**src/rtl/ifetch_unit.sv**
```systemverilog
// Instruction-fetch initiator: issues imem reads, buffers returned words in a
// small FIFO, and presents them to decode with redirect and end-marker halt.
module ifetch_unit #(
    parameter logic [31:0] RESET_PC = 32'h0000_0000,
    parameter int unsigned DEPTH    = 2
) (
    input  logic        clk,
    input  logic        reset,
    output logic        memrq,
    output logic        rnw,
    output logic [31:0] pc,
    input  logic [31:0] data,
    output logic        instr_valid,
    output logic [31:0] instr,
    output logic [31:0] instr_pc,
    input  logic        instr_ready,
    input  logic        redirect,
    input  logic [31:0] redirect_pc,
    output logic        halted
);

    localparam int unsigned PTR_W = (DEPTH > 1) ? $clog2(DEPTH) : 1;
    localparam int unsigned CNT_W = $clog2(DEPTH + 1);

    typedef enum logic [1:0] {BOOT, RUN, HALT} state_t;

    state_t             state_q, state_d;
    logic [31:0]        fetch_pc_q, fetch_pc_d;
    logic [CNT_W-1:0]   count_q, count_d;
    logic [PTR_W-1:0]   rd_ptr_q, rd_ptr_d;
    logic [PTR_W-1:0]   wr_ptr_q, wr_ptr_d;
    logic [31:0]        buf_instr_q [DEPTH];
    logic [31:0]        buf_instr_d [DEPTH];
    logic [31:0]        buf_pc_q    [DEPTH];
    logic [31:0]        buf_pc_d    [DEPTH];

    logic               pop;
    logic               push;
    logic               flush;

    // State register
    always_ff @(posedge clk) begin
        if (reset) begin
            state_q <= BOOT;
        end else begin
            state_q <= state_d;
        end
    end

    // Next-state logic; redirect is ignored while in BOOT
    always_comb begin
        state_d = state_q;
        case (state_q)
            BOOT: state_d = RUN;
            RUN: begin
                if (redirect) begin
                    state_d = RUN;
                end else if (memrq && (data == 32'h0)) begin
                    state_d = HALT;
                end
            end
            HALT: begin
                if (redirect) begin
                    state_d = RUN;
                end
            end
            default: state_d = BOOT;
        endcase
    end

    // Output logic
    always_comb begin
        instr_valid = (count_q != '0);
        pop         = instr_valid & instr_ready;
        memrq       = (state_q == RUN) & ~redirect &
                      ((count_q < CNT_W'(DEPTH)) | pop);
        rnw         = 1'b1;
        pc          = fetch_pc_q;
        instr       = buf_instr_q[rd_ptr_q];
        instr_pc    = buf_pc_q[rd_ptr_q];
        halted      = (state_q == HALT) & (count_q == '0);
    end

    // Fetch PC and FIFO datapath
    always_comb begin
        fetch_pc_d  = fetch_pc_q;
        count_d     = count_q;
        rd_ptr_d    = rd_ptr_q;
        wr_ptr_d    = wr_ptr_q;
        buf_instr_d = buf_instr_q;
        buf_pc_d    = buf_pc_q;
        flush       = (state_q != BOOT) & redirect;
        push        = memrq & (data != 32'h0);

        if (flush) begin
            fetch_pc_d = redirect_pc & 32'hFFFF_FFFC;
            count_d    = '0;
            rd_ptr_d   = '0;
            wr_ptr_d   = '0;
        end else begin
            if (push) begin
                buf_instr_d[wr_ptr_q] = data;
                buf_pc_d[wr_ptr_q]    = fetch_pc_q;
                wr_ptr_d              = wr_ptr_q + PTR_W'(1);
                fetch_pc_d            = fetch_pc_q + 32'd4;
            end
            if (pop) begin
                rd_ptr_d = rd_ptr_q + PTR_W'(1);
            end
            count_d = count_q + CNT_W'(push) - CNT_W'(pop);
        end
    end

    always_ff @(posedge clk) begin
        if (reset) begin
            fetch_pc_q <= RESET_PC;
            count_q    <= '0;
            rd_ptr_q   <= '0;
            wr_ptr_q   <= '0;
        end else begin
            fetch_pc_q <= fetch_pc_d;
            count_q    <= count_d;
            rd_ptr_q   <= rd_ptr_d;
            wr_ptr_q   <= wr_ptr_d;
        end
    end

    // Buffer storage needs no reset; count gates visibility
    always_ff @(posedge clk) begin
        buf_instr_q <= buf_instr_d;
        buf_pc_q    <= buf_pc_d;
    end

endmodule

```
**config.mk**
```make
export PLATFORM = sky130hd
export DESIGN_NAME = ifetch_unit
export DESIGN_NICKNAME = d
export VERILOG_FILES = /design/src/rtl/ifetch_unit.sv
export SDC_FILE = /design/constraint.sdc
export NUM_CORES = 1
export LEC_CHECK = 0
export CAP_MARGIN = 20
export CORE_MARGIN = 2
export CORE_UTILIZATION = 40
export CTS_CLUSTER_DIAMETER = 40
export CTS_CLUSTER_SIZE = 30
export DETAILED_ROUTE_END_ITERATION = 10
export GPL_TIMING_DRIVEN = 0
export HOLD_SLACK_MARGIN = 0.1
export PLACE_DENSITY = 0.7
export SLEW_MARGIN = 10
export SYNTH_ARGS = -nofsm -noshare
export SYNTH_HDL_FRONTEND = slang
export SYNTH_SLANG_ARGS = --single-unit
export TNS_END_PERCENT = 30
```
**constraint.sdc**
```tcl
create_clock -name clk -period 7.75 [get_ports clk]
set_input_delay 2.325 -clock clk [delete_from_list [all_inputs] [get_ports clk]]
set_output_delay 2.325 -clock clk [all_outputs]
set_load 0.03 [all_outputs]
```
# Yosys cells after proc, flatten, opt, wreduce, memory -nomap -nowiden

Cells that the tools add are included.

Flip-flop bits (word level): 166
Latch bits: 0
Bits in writable memories: 0
ROM bits: 0
Input port bits: 68
Word-level logic and storage cells: 62
Memories: 0

Add/sub/neg operators: 5
$mul: 0
Div/mod/pow operators: 0
$lt $le $gt $ge: 4
Eq/ne operators: 4
Shifts and indexed selects: 0
Multiplexer cells: 16
Bitwise logic cells: 11
Reductions and logical operators: 12

Operators by type and width:

| operator                | number |
|---|---|
| $mux W32                | 9 |
| $bwmux W64              | 2 |
| $add A32 B3 Y32 const B | 1 |
| $demux W32 S1           | 1 |
| $logic_not A32 Y1       | 1 |
| $reduce_bool A32 Y1     | 1 |
| $and A1 B1 Y1           | 6 |
| $mux W2                 | 3 |
| $pmux W2 S3             | 1 |
| $reduce_bool A2 Y1      | 3 |
| $ge A2 B2 Y1 const B    | 2 |
| $logic_not A2 Y1        | 2 |
| $not A1 Y2              | 2 |
| $reduce_and A2 Y1       | 2 |
| $ne A3 B3 Y1 const B    | 1 |
| $add A1 B1 Y1 const B   | 2 |
| $add A2 B1 Y2           | 1 |
| $eq A2 B1 Y1 const B    | 1 |
| $eq A2 B2 Y1 const B    | 1 |
| $logic_and A1 B1 Y1     | 2 |
| $lt A2 B1 Y1 const B    | 1 |
| $lt A2 B2 Y1 const B    | 1 |
| $ne A2 B2 Y1 const B    | 1 |
| $not A1 Y1              | 2 |
| 3 further kinds         | 3 |

# Longest topological paths before layout

Depth in word-level cells: 8
Depth in mapped cells: 12
Gate-level depth less buffers: 10

# Least setup slack after synthesis

Ideal clock, no wire load.

Kind: input to register
From: input port instr_ready
To: register buf_instr_q[32] (netlist bit), enable pin
Library setup time: 0.482 ns
Arrival: 6.693 ns
Required time: 7.268 ns
Setup slack: 0.575 ns
Stages: 7
Path through: inv_1 -> a2111oi_2 -> a21boi_1 -> inv_1 -> clkbuf_1 -> clkbuf_1 -> nor2_1

Longest elaborated chain between the ends: 5

RTL lines:

| item                        | line | text |
|---|---|---|
| start: declaration          | 16   | `input logic instr_ready,` |
| $and A1 B1 Y1               | 74   | `pop = instr_valid & instr_ready;` |
| $or A1 B1 Y1                | 76   | `((count_q < CNT_W'(DEPTH)) \| pop);` |
| $and A1 B1 Y1               | 75   | `memrq = (state_q == RUN) & ~redirect &` |
| via memrq                   | 9    | `output logic memrq,` |
| $and A1 B1 Y1               | 93   | `push = memrq & (data != 32'h0);` |
| $reduce_and A2 Y1 (no line) | --   |  |
| end signal: assignment      | 130  | `buf_instr_q <= buf_instr_d;` |
| end: declaration            | 32   | `logic [31:0] buf_instr_q [DEPTH];` |

The timed path passes the listed nets, and every way through them passes these cells.
A chain may end at the register's enable or synchronous reset.

# Worst setup path in the final report

From: input port instr_ready
To: output port memrq

Longest elaborated chain between the ends: 3

RTL lines:

| item             | line |
|---|---|
| $and A1 B1 Y1    | 74 |
| $or A1 B1 Y1     | 76 |
| $and A1 B1 Y1    | 75 |
| end: declaration | 9 |

Every way passes these cells.

==> metrics.txt <==
Top Ports roughly 170; Rel. slew slack 49.0%; routability cong. approximately 0.87; clk_skew 0.00728 ns; largest net degree at the start of global routing 47; Tmin final 6.58 ns; Seq/Total Area, Yosys approximately 66%; Fmax achieved 152 MHz; FILL cells 1373; Port Buffers 160; antenna cell count 0; Top FF cell, synth edfxtp_1; Post-Synthesis Cells 503; # DRC 0; fin crit share 84.9%; EDFF count, synth 124; Peak supply drop between 150 and 200 uV; WP data arrival 4.25 ns; # rows 47; final setup TNS 0 ns; Ys Warns 0; Crit path required time 5.43 ns; final net count roughly 760; static leakage 3.03 nW; DR vias 5011; gr usage total 19.3%; Critical Path End Type primary output; placed instance area a little under 9000 sq um; CTS H-tree lvls 4; most area-hungry cell type in the Yosys netlist edfxtp_1; Seq cells post-synth 160; Post-CTS Hold Buffers 0; # resized after CTS 0; Final Max Tran Viols 0; crit path kind input pin to primary output; Mean Syn Cell Area about 13 sq um; post-DP HPWL between 10 and 15 mm; RR Endpoint buf_instr_q[44]$_DFFE_PP_; DRT iter0 DRCs 397; Die X roughly 130 um; share of post-route cells with drive strength above 1 17.1%; clk_lat worst skew 0.42 ns; cell area after layout 9320 sq um; Max Cap Viol 0; total global routing overflow 0; Mapped Area ~6800 sq um; drt total wl between 15 and 20 mm; synth unique cells 52; antenna-violating nets left 0; synth top area cells edfxtp_1, dfxtp_1, mux2_2, nand2_1, a31oi_1; Avg WL per Cell 18.8 um; CP Launch Point instr_ready; R2R Setup Slk 4.05 ns; reg2reg path depth 9; Tot Pwr about 2.1 mW; Root Driver clkbuf_16; CTS Sinks 160; critical path endpoint memrq; ys async rst share 0%; crit path max fanout 3; CTS tree yes; clk buf depth 2; most used cell, CP clkdlybuf4s50_1; final hold violation count 0; area delta synth->final 37.7%; Worst Tran Pin Value between 0.7 and 0.8 ns; number of global-route vias before repair 4911; Critical Path Slowest Stage Cell clkdlybuf4s50_1; initial core utilization roughly two fifths; DRT Pass-1 Iters 5; startpoint types input pin; commonest cells after routing, fill and taps aside clkdlybuf4s50_1, edfxtp_1, mux2_2; setup repair bufs after CTS 0; Flop pwr share 46.2%; first-pass GRT wire length 26.6 mm; endpoints failing setup 0; die height roughly 130 um; internal power about 1.6 mW; post-synth top area share 55.0%; reg2reg start state_q[0]$_SDFFE_PP0P_; critical path, cell by cell clkdlybuf4s50_1 -> inv_1 -> a2111oi_2 -> clkdlybuf4s50_1; Core ar. 16600 sq um; Min-Delay Path Class register to register; cts bufs inserted 17; die area 18000 sq um; initial antenna violation count 0; Sw Ratio between 20% and 30%; combinational power share 15.9%; clock power share 37.9%; Clock transition at path regs about 0.070 ns; Crit path largest cell delay 0.81 ns; routed vias/inst 5.44; Switching Power approximately 0.57 mW; unrepaired setup endpoints after global routing no; most common cell after layout, fill and taps aside clkdlybuf4s50_1; Power per Cell Area 230 nW/um^2; status completed
==> final cells by class <==
cell class	count	area, sq um	area share [%]
well taps	220	275	2.95
clock inverters	15	150	1.61
inverters	9	33.8	0.363
plain buffers	31	150	1.61
flip-flops and latches	160	4440	47.7
repair buffers	163	1680	18.0
multi-input cells	306	2160	23.2
clock buffers	17	425	4.57
==> metal layers <==
metal,up-vias,share of wire [%],global-route usage [%]
met5,-,0,0
met4,0,2.3,8.01
met3,27,7.7,4.88
met2,232,48,30.9
met1,2442,42,25.3
li1,2310,-,-
==> worst min path at each step <==
| stage | from | end | slack (ns) | cells after the start |
|---|---|---|---|---|
| global placement | pc[31]$_SDFFE_PP0P_ | buf_pc_q[31]$_DFFE_PP_ | 0.53 | 0 |
| finish | pc[31]$_SDFFE_PP0P_ | buf_pc_q[63]$_DFFE_PP_ | 0.54 | 0 |
| global route | pc[31]$_SDFFE_PP0P_ | buf_pc_q[63]$_DFFE_PP_ | 0.56 | 0 |
| floorplan | wr_ptr_q$_SDFFE_PP0P_ | wr_ptr_q$_SDFFE_PP0P_ | 0.53 | 2 |
| detailed placement | pc[31]$_SDFFE_PP0P_ | buf_pc_q[63]$_DFFE_PP_ | 0.53 | 0 |
| CTS | pc[31]$_SDFFE_PP0P_ | buf_pc_q[63]$_DFFE_PP_ | 0.54 | 0 |
==> synth_stat cells (all sizes together) (5+ instances only) <==
cell / n
or3: 8
and2: 9
inv: 9
a31oi: 21
a21oi: 5
o311ai: 6
or4: 9
mux2: 63
edfxtp: 124
nor4: 10
clkbuf: 21
dfxtp: 36
nor2: 13
nand3: 21
nor3: 18
nand4: 10
o21ai: 10
nand2: 48
buf: 10
==> sequential cells by signal (all words and copies together) (netlist names) <==
name and flops:
pc 30, state_q 2, count_q 2, buf_pc_q 60, wr_ptr_q 1, rd_ptr_q 1, buf_instr_q 64
==> worst max-delay path: cells and delay by family <==
| kind | cells | cell delay (ns) |
|---|---|---|
| buffers and inverters | 3 | 1.37 |
| AO/OA/AOI/OAI | 1 | 0.56 |
==> logic make-up (layout without fill, tap and decap cells) <==
kind of cell | Yosys count | in the layout | share of synthesized area [%]
other | 2 | 5 | 0.111
buffers and inverters | 40 | 235 | 2.72
AOI/OAI and AO/OA | 71 | 71 | 7.43
and+or+nand+nor | 159 | 159 | 12.4
xor gates and xnor gates | 4 | 4 | 0.518
adders and majority gates | 3 | 3 | 0.555
DFF | 160 | 160 | 65.7
muxes | 64 | 64 | 10.6
==> power groups by stage <==
| stage | Clock, mW | Combinational, mW | Sequential [mW] |
|---|---|---|---|
| after global routing | 0.861 | 0.360 | 0.994 |
| after floorplan | 0 | 0.174 | 1.02 |
| after CTS | 0.823 | 0.343 | 0.989 |
| after detailed placement | 0 | 0.341 | 1.01 |
| final | 0.812 | 0.340 | 0.989 |
| after global placement | 0 | 0.332 | 1.01 |
==> metrics by stage <==
step / instances / util, % / setup WS (ns) / hold WS (ns)
floorplan: 506 / - / 0.575 / 0.528
global placement: 886 / 52.2 / -1.67 / 0.529
detailed placement: 889 / 52.7 / 1.18 / 0.530
CTS: 921 / 56.2 / 1.19 / 0.544
global route: 921 / 56.2 / 1.09 / 0.557
finish: 921 / 56.2 / 1.17 / 0.543
(Power assumes the default switching activity.)
